==> src/rtl/md_pkg.sv <==
// Shared definitions for the MULT/DIV sequencing controller.
package md_pkg;

    localparam int MD_WIDTH = 32;
    localparam int CNT_W    = $clog2(MD_WIDTH);

    localparam logic OP_MULT = 1'b0;
    localparam logic OP_DIV  = 1'b1;

    typedef enum logic [2:0] {
        ST_IDLE  = 3'd0,
        ST_PREP  = 3'd1,
        ST_RUN   = 3'd2,
        ST_FIXUP = 3'd3,
        ST_DONE  = 3'd4
    } md_state_t;

endpackage

==> src/rtl/md_step.sv <==
// One unsigned iteration: shift-add multiply or restoring divide step.
module md_step
    import md_pkg::*;
#(
    parameter int WIDTH = MD_WIDTH
) (
    input  logic               i_op,
    input  logic [2*WIDTH-1:0] i_acc,
    input  logic [WIDTH-1:0]   i_opnd,
    output logic [2*WIDTH-1:0] o_acc,
    output logic               o_qbit
);

    logic [WIDTH:0] w_sum;
    logic [WIDTH:0] w_trial;

    always_comb begin
        w_sum   = {1'b0, i_acc[2*WIDTH-1:WIDTH]}
                + (i_acc[0] ? {1'b0, i_opnd} : '0);
        w_trial = i_acc[2*WIDTH-1:WIDTH-1] - {1'b0, i_opnd};
        o_qbit  = 1'b0;
        o_acc   = '0;
        if (i_op == OP_MULT) begin
            o_acc = {w_sum, i_acc[WIDTH-1:1]};
        end else begin
            // Quotient bit is returned separately; its slot in o_acc is left 0
            o_qbit = ~w_trial[WIDTH];
            o_acc  = {o_qbit ? w_trial[WIDTH-1:0] : i_acc[2*WIDTH-2:WIDTH-1],
                      i_acc[WIDTH-2:0], 1'b0};
        end
    end

endmodule

==> src/rtl/mult_div_ctrl.sv <==
// Iterative signed MULT/DIV sequencer owning the HI/LO registers.
module mult_div_ctrl
    import md_pkg::*;
#(
    parameter int WIDTH = MD_WIDTH
) (
    input  logic             clock,
    input  logic             reset,
    input  logic             i_start,
    input  logic             i_op,
    input  logic [WIDTH-1:0] i_a,
    input  logic [WIDTH-1:0] i_b,
    output logic             o_busy,
    output logic             o_done,
    output logic             o_div_zero,
    output logic [WIDTH-1:0] o_hi,
    output logic [WIDTH-1:0] o_lo
);

    md_state_t          r_state;
    logic               r_op;
    logic               r_zero;
    logic               r_neg_res;
    logic               r_neg_rem;
    logic [WIDTH-1:0]   r_a;
    logic [WIDTH-1:0]   r_b;
    logic [WIDTH-1:0]   r_opnd;
    logic [WIDTH-1:0]   r_hi;
    logic [WIDTH-1:0]   r_lo;
    logic [2*WIDTH-1:0] r_acc;
    logic [CNT_W-1:0]   r_cnt;

    logic               w_div_zero;
    logic [WIDTH-1:0]   w_abs_a;
    logic [WIDTH-1:0]   w_abs_b;
    logic [2*WIDTH-1:0] w_acc_nxt;
    logic               w_qbit;
    logic [2*WIDTH-1:0] w_prod;
    logic [WIDTH-1:0]   w_quo;
    logic [WIDTH-1:0]   w_rem;

    assign w_div_zero = (i_op == OP_DIV) && (i_b == '0);
    assign w_abs_a    = r_a[WIDTH-1] ? -r_a : r_a;
    assign w_abs_b    = r_b[WIDTH-1] ? -r_b : r_b;
    assign w_prod     = r_neg_res ? -r_acc : r_acc;
    assign w_quo      = r_neg_res ? -r_acc[WIDTH-1:0] : r_acc[WIDTH-1:0];
    assign w_rem      = r_neg_rem ? -r_acc[2*WIDTH-1:WIDTH]
                                  : r_acc[2*WIDTH-1:WIDTH];

    md_step #(.WIDTH(WIDTH)) u_step (
        .i_op   (r_op),
        .i_acc  (r_acc),
        .i_opnd (r_opnd),
        .o_acc  (w_acc_nxt),
        .o_qbit (w_qbit)
    );

    always_ff @(posedge clock) begin
        if (reset) begin
            r_state   <= ST_IDLE;
            r_op      <= OP_MULT;
            r_zero    <= 1'b0;
            r_neg_res <= 1'b0;
            r_neg_rem <= 1'b0;
            r_a       <= '0;
            r_b       <= '0;
            r_opnd    <= '0;
            r_hi      <= '0;
            r_lo      <= '0;
            r_acc     <= '0;
            r_cnt     <= '0;
        end else begin
            unique case (r_state)
                ST_IDLE: begin
                    if (i_start) begin
                        r_op    <= i_op;
                        r_a     <= i_a;
                        r_b     <= i_b;
                        r_zero  <= w_div_zero;
                        r_state <= w_div_zero ? ST_DONE : ST_PREP;
                    end
                end
                ST_PREP: begin
                    // Low half holds the multiplier or dividend being consumed
                    r_acc     <= {{WIDTH{1'b0}},
                                  (r_op == OP_MULT) ? w_abs_b : w_abs_a};
                    r_opnd    <= (r_op == OP_MULT) ? w_abs_a : w_abs_b;
                    r_neg_res <= r_a[WIDTH-1] ^ r_b[WIDTH-1];
                    r_neg_rem <= r_a[WIDTH-1];
                    r_cnt     <= '0;
                    r_state   <= ST_RUN;
                end
                ST_RUN: begin
                    r_acc <= {w_acc_nxt[2*WIDTH-1:1], w_acc_nxt[0] | w_qbit};
                    r_cnt <= r_cnt + 1'b1;
                    if (r_cnt == CNT_W'(WIDTH - 1))
                        r_state <= ST_FIXUP;
                end
                ST_FIXUP: begin
                    if (r_op == OP_MULT) begin
                        {r_hi, r_lo} <= w_prod;
                    end else begin
                        r_hi <= w_rem;
                        r_lo <= w_quo;
                    end
                    r_state <= ST_DONE;
                end
                ST_DONE: begin
                    r_zero  <= 1'b0;
                    r_state <= ST_IDLE;
                end
                default: r_state <= ST_IDLE;
            endcase
        end
    end

    assign o_busy     = (r_state != ST_IDLE);
    assign o_done     = (r_state == ST_DONE);
    assign o_div_zero = o_done & r_zero;
    assign o_hi       = r_hi;
    assign o_lo       = r_lo;

endmodule

==> config.mk <==
export PLATFORM = sky130hd
export DESIGN_NAME = mult_div_ctrl
export DESIGN_NICKNAME = d
export VERILOG_FILES = /design/src/rtl/md_pkg.sv /design/src/rtl/md_step.sv /design/src/rtl/mult_div_ctrl.sv
export SDC_FILE = /design/constraint.sdc
export NUM_CORES = 1
export LEC_CHECK = 0
export CAP_MARGIN = 10
export CORE_MARGIN = 2
export CORE_UTILIZATION = 45
export CTS_BUF_LIST = sky130_fd_sc_hd__clkbuf_8 sky130_fd_sc_hd__clkbuf_16
export CTS_CLUSTER_SIZE = 14
export DETAILED_ROUTE_END_ITERATION = 7
export GPL_TIMING_DRIVEN = 0
export PLACE_DENSITY_LB_ADDON = 0.15
export SLEW_MARGIN = 20
export SYNTH_ARGS = -nofsm -noshare
export SYNTH_HDL_FRONTEND = slang
export SYNTH_SLANG_ARGS = --single-unit
==> constraint.sdc <==
create_clock -name clock -period 4.69 [get_ports clock]
set_input_delay 1.407 -clock clock [delete_from_list [all_inputs] [get_ports clock]]
set_output_delay 1.407 -clock clock [all_outputs]
set_load 0.01 [all_outputs]
# Yosys cells after proc, flatten, opt, wreduce, memory -nomap -nowiden
# Cells that the tools add are included.
[classes]
add_sub_neg = 8
n_eq_ne = 7
mux = 21
n_bitwise = 4
n_reduce_logical = 9
[ops]
columns = ["cell", "n"]
rows = [
  ["$mux 32", 10],
  ["$mux 64", 2],
  ["$neg 32->32", 4],
  ["$pmux 64 s2", 1],
  ["$neg 64->64", 1],
  ["$add 32x33->33", 1],
  ["$sub 33x32->33", 1],
  ["$logic_not 32->1", 1],
  ["$pmux 3 s4", 1],
  ["$pmux 5 s2", 1],
  ["$mux 3", 3],
  ["$eq 3x2->1 const B", 2],
  ["$reduce_and 2->1", 3],
  ["$add 5x1->5 const B", 1],
  ["$eq 5x5->1 const B", 1],
  ["$ne 2x2->1 const B", 2],
  ["$reduce_bool 2->1", 2],
  ["$eq 3x1->1 const B", 1],
  ["$eq 3x3->1 const B", 1],
  ["$logic_not 3->1", 1],
  ["$reduce_bool 3->1", 1],
  ["$mux 1", 2],
  ["$pmux 1 s2", 1],
  ["$and 1x1->1", 1],
  ["4 further kinds", 4],
]
[totals]
ff_bits = 236
input_bits = 68
wordCells = 61

# Depth between registers and ports, before layout
# Gate-level depths: netlist of the first run.
[depth]
depth_word = 5
mapped_depth = 14
mapped_depth_nobuf = 13

# Cells and area by module
# Synthesis of the first run repeated with hierarchy kept, for this count alone.
[unflattened]
hier_cells = 2206
area_unflattened_um2 = 16753.6
[by_module_without_submodules]
columns = ["module", "n_inst", "cells_per_inst", "area_per_inst_um2", "seq_area_each_um2"]
rows = [
  ["mult_div_ctrl", 1, 1575, 12374.4, 4724.5],
  ["md_step", 1, 631, 4379.2, 0.0],
]

# Least setup slack after synthesis of the first run
# Ideal clock, no wire load.
[synth_path]
path_type = "register to register"
start = "register r_acc[0]"
end = "register r_acc[55]"
setup_time_ns = 0.061
t_arrival_ns = 3.239
t_required_ns = 4.629
path_slack_ns = 1.390
path_stages_with_launch = 14
n_path_buf = 2
period_less_slack_ns = 3.300
path_cell_list = "dfxtp_1 -> clkbuf_1 -> inv_1 -> clkbuf_1 -> nor2_1 -> ha_1 -> a2111oi_0 -> a211oi_1 -> nor3_1 -> o31ai_1 -> a21boi_0 -> mux2_2 -> o21ai_0 -> a32o_1"
[synth_via]
elab_chain_cells = 4
[synth_lines]
columns = ["element", "line_no", "rtl"]
rows = [
  ["start, declared", "mult_div_ctrl.sv:30", "logic [2*WIDTH-1:0] r_acc;"],
  ["start signal, assigned", "mult_div_ctrl.sv:85", "r_acc <= {{WIDTH{1'b0}},"],
  ["start signal, assigned", "mult_div_ctrl.sv:94", "r_acc <= {w_acc_nxt[2*WIDTH-1:1], w_acc_nxt[0] | w_qbit};"],
  ["$mux 32", "md_step.sv:19", "+ (i_acc[0] ? {1'b0, i_opnd} : '0);"],
  ["$add 32x33->33", "md_step.sv:19", ""],
  ["$mux 64", "md_step.sv:23", "if (i_op == OP_MULT) begin"],
  ["$pmux 64 s2", "mult_div_ctrl.sv:73", "unique case (r_state)"],
]
# No other way between the ends.
# A chain may end at the register's enable or synchronous reset.

# Worst setup path after layout of the first run
[layout_path]
start = "register r_acc[31]"
end = "register r_acc[33]"
[layout_via]
elab_chain_cells = 4
[layout_lines]
columns = ["element", "line_no", "rtl"]
rows = [
  ["$sub 33x32->33", "md_step.sv:20", "w_trial = i_acc[2*WIDTH-1:WIDTH-1] - {1'b0, i_opnd};"],
  ["$mux 32", "md_step.sv:28", "o_acc = {o_qbit ? w_trial[WIDTH-1:0] : i_acc[2*WIDTH-2:WIDTH-1],"],
  ["$mux 64", "md_step.sv:23", ""],
  ["$pmux 64 s2", "mult_div_ctrl.sv:73", ""],
]
# No other way between the ends.

==> results of run 1 <==
==> final timing paths <==
| kind | start | endpoint | depth (start not counted) |
|---|---|---|---|
| hold / removal | r_opnd[30]$_SDFFE_PP0P_ | r_opnd[30]$_SDFFE_PP0P_ | 2 |
| hold reg to reg | r_opnd[30]$_SDFFE_PP0P_ | r_opnd[30]$_SDFFE_PP0P_ | 2 |
| setup reg to reg | r_acc[31]$_SDFFE_PP0P_ | r_acc[33]$_SDFFE_PP0P_ | 13 |
| setup / recovery | r_acc[31]$_SDFFE_PP0P_ | r_acc[33]$_SDFFE_PP0P_ | 13 |
==> cells by family after synthesis <==
family / Yosys count
buffers and inverters: 205
flip-flops: 236
adder cells (fa/ha/maj): 72
multiplexers: 63
AND/OR/NAND/NOR: 773
AO/OA/AOI/OAI: 678
XOR/XNOR: 162
==> flip-flops by register name, indices dropped and copies added, names as in the netlist <==
name / count
r_acc: 64
o_hi: 32
o_lo: 32
r_a: 32
r_b: 32
r_opnd: 32
r_cnt: 5
r_state: 3
r_neg_rem: 1
r_neg_res: 1
r_op: 1
r_zero: 1
==> placed cells by master (no fill, tap or decap), types with 14 or more instances in the layout <==
master             n
a211oi_1          75
a21o_1            37
a21oi_1          235
a221oi_1          15
a22oi_1           23
and3_1            19
buf_1             17
clkbuf_1         113
clkbuf_16         28
clkdlybuf4s50_1  133
dfxtp_1          236
ha_1              70
inv_1             63
mux2i_1           60
nand2_1          316
nand3_1           25
nor2_1           243
nor3_1            28
nor4_1            17
o211ai_1          26
o21ai_0          112
o31ai_1           32
o41ai_1           17
or3_1             27
or4_1             14
xnor2_1           83
xor2_1            79
==> area by class of cell <==
type / count / area, sq um
buffer: 146 / 626.9
clock buffer: 33 / 769.5
clock inverter: 15 / 115.1
fill: 3575 / 16540
inverter: 59 / 221.5
multi-input combinational: 1748 / 10840
sequential: 236 / 4725
tap: 461 / 576.8
timing repair buffer: 133 / 1331
==> metal layers <==
| layer | GRT usage | wire length, um | vias up | part of all wire |
|---|---|---|---|---|
| met5 | 0 | 0 | - | 0 |
| met1 | 0.4600 | 29130 | 8196 | 0.45 |
| met3 | 0.05865 | 5634 | 117 | 0.087 |
| met4 | 0.1134 | 2397 | 0 | 0.037 |
| met2 | 0.5168 | 27940 | 782 | 0.43 |
| li1 | - | - | 8177 | - |
==> power groups by stage <==
| stage | Combinational [W] | Clock, W | Sequential, W |
|---|---|---|---|
| final | 0.00191 | 0.00213 | 0.00220 |
| after global routing | 0.00204 | 0.00222 | 0.00221 |
| after CTS | 0.00186 | 0.00214 | 0.00220 |
| after detailed placement | 0.00185 | 0 | 0.00224 |
| after global placement | 0.00184 | 0 | 0.00224 |
| after floorplan | 0.00122 | 0 | 0.00221 |
==> synth_stat cells (11+ instances only) <==
cell type,number
nand2b_1,11
or4_1,14
xnor2_1,83
nand4_1,13
a21o_1,37
inv_1,57
or3_1,27
a22oi_1,23
a21oi_1,235
mux2i_1,60
buf_1,17
ha_1,70
nor4_1,17
nand2_1,316
a221oi_1,15
a211oi_1,76
o21ai_0,112
dfxtp_1,236
a31oi_1,12
xor2_1,79
o31ai_1,32
nand3_1,25
nor3_1,30
and3_1,19
o211ai_1,26
clkbuf_1,113
o41ai_1,17
nor2_1,243
==> tightest hold or removal path: cells and delay by family, from the launching register on <==
kind	cells	cell delay [ps]
and+or+nand+nor	1	50
AOI/OAI and AO/OA	1	50
DFF	1	310
==> per-stage QoR <==
stage / cells / util / power [W] / cell area (sq um)
3_3_place_gp: 2783 / 0.5119 / 0.004082 / 18300
3_5_place_dp: 2783 / 0.5121 / 0.004098 / 18300
4_1_cts: 2831 / 0.5368 / 0.006203 / 19190
5_1_grt: 2831 / 0.5373 / 0.006468 / 19200
6_report: 2831 / 0.5373 / 0.006239 / 19200
2_1_floorplan: 2189 / - / 0.003427 / 16390
==> what timing repair did <==
| item | CTS | global route |
|---|---|---|
| hold buffers | 0 | 0 |
| resized for setup | 0 | 4 |
| endpoints found under the setup margin | 0 | 2 |
==> flow_summary.ini, run 1 <==
[critical_path]
cp_top_family = compound AO/OA/AOI/OAI gates
cp_common_cell = a21oi_1
max_stage_delay_ps = 560
worst-r2r-setup-slack_ps = 150
worst_ep_required_time_ps = 5130
arrival_ps = 4980
worst-path-buf-inv = 2
cp_max_fo = 10
start_kind = flip-flop
path_cells = inv_1, ha_1, fa_1, nand2b_1, a21oi_1, o21ai_1, o21ai_0, a211oi_1, a211oi_2, buf_2, nor2_1, o311ai_0, a21oi_1
cp-end-kind = flip-flop
cp_slowest_cell = a211oi_2
critPathKind = reg -> reg

[synthesis]
synthCells = 2189
syn_avg_cell_area_sq_um = 7.487
synth_cell_types = 88
ys_seq_area_frac = 0.2883
synth_top_area_frac = 0.2883
synth_xor_area_frac = 0.08657
synth_area_leaders = dfxtp_1 29%, nand2_1 7.2%, a21oi_1 7.2%
async_reset_ff_frac = 0
synth_top_cell_by_area = dfxtp_1
synthFlopType = dfxtp_1
ys_ff_latch = 236
synthSimpleGateAreaFrac = 0.2144
yosys_warnings = 0
syn_nets = 2329
synthAdderAreaFrac = 0.05588
synth_area_sq_um = 16390
muxShareOfSynthArea = 0.03871
synth_edf_count = 0
synth-compound-area-share = 0.2644
synth_top_family_by_area = compound AO/OA/AOI/OAI gates

[timing]
fin_hold_ws_ps = 455.7
slew_headroom = 0.3593
clock.fmax_mhz = 220.3
post-route-min-period_ps = 4540
fin_ws_ps = 150.0
rsz0062_at_grt = false
hold_viol_final = 0
setup_tns_ps = 0
tightestPinTransition_ps = 947.7
final-setup-viol-count = 0
timing.final.crit_share = 0.9680
clock_skew_ps = 25.29
drv_slew = 0

[place]
place.gp.congestion = 1.014
post-place-ws_ps = 130.5
dp.final_hpwl_um = 51760
port_buffers = 133

[route]
antenna_left = 0
dr.pass1.iters = 7
via_count = 17270
routedWlPerCell_um = 23.00
drt_wl_total_um = 65110
drtIter0Drc = 1544
drc = 0
via_per_inst = 6.101

[power_and_ir_drop]
p_leak_nw = 7.255
p_int_w = 0.003967
ir_drop_uv = 226.4
p_seq_frac = 0.353
p_sw_frac = 0.3641
comb_power_share = 0.306
p_per_area_nw_per_um2 = 324.9
switchingPower_w = 0.002272
clkPwrFrac = 0.341

[grt]
grt-ovfl-total = 0
grt_max_degree = 15
first_global_vias = 15890
grtUsageTotal = 0.3311
grt_pass1_wl_um = 97130
antenna_found_initial = 0

[floorplanning]
io_pins = 135
die_h_um = 194.8
initial_utilization = 0.4586
die_x_um = 194.8
std_cell_rows = 69
dieArea_sq_um = 37960
core_area_sq_um = 35740

[outcome]
status = finished, final reports clean

[clock_tree]
h-tree-depth = 1
worstSkewPairLatency_ps = 580
clock_path_buffers = 3
path_clk_slew_ps = 60
post-cts-setup-buffers = 0
cts_tree = done
root_buffer = clkbuf_16
clock_sinks = 236
cts_buffers = 28

[layout]
layout.nets = 2492
syn2layout_area_growth_pct = 17.17
drive_above_1_share = 0.03924
n_antenna_cell = 0

[run]
cap_violations = 0

[worst_hold_path]
hold_class = reg -> reg
No activity file was read; power rests on OpenSTA's default activity.
==> inputs of run 2 (changes only) <==
--- a/config.mk
+++ b/config.mk
@@ -9,7 +9,7 @@
 export CORE_MARGIN = 2
 export CORE_UTILIZATION = 45
 export CTS_BUF_LIST = sky130_fd_sc_hd__clkbuf_8 sky130_fd_sc_hd__clkbuf_16
-export CTS_CLUSTER_SIZE = 14
+export CTS_CLUSTER_SIZE = 16
 export DETAILED_ROUTE_END_ITERATION = 7
 export GPL_TIMING_DRIVEN = 0
 export PLACE_DENSITY_LB_ADDON = 0.15
==> results of run 2 <==
No change in the layout: final DEF, timing and power equal those of run 1.
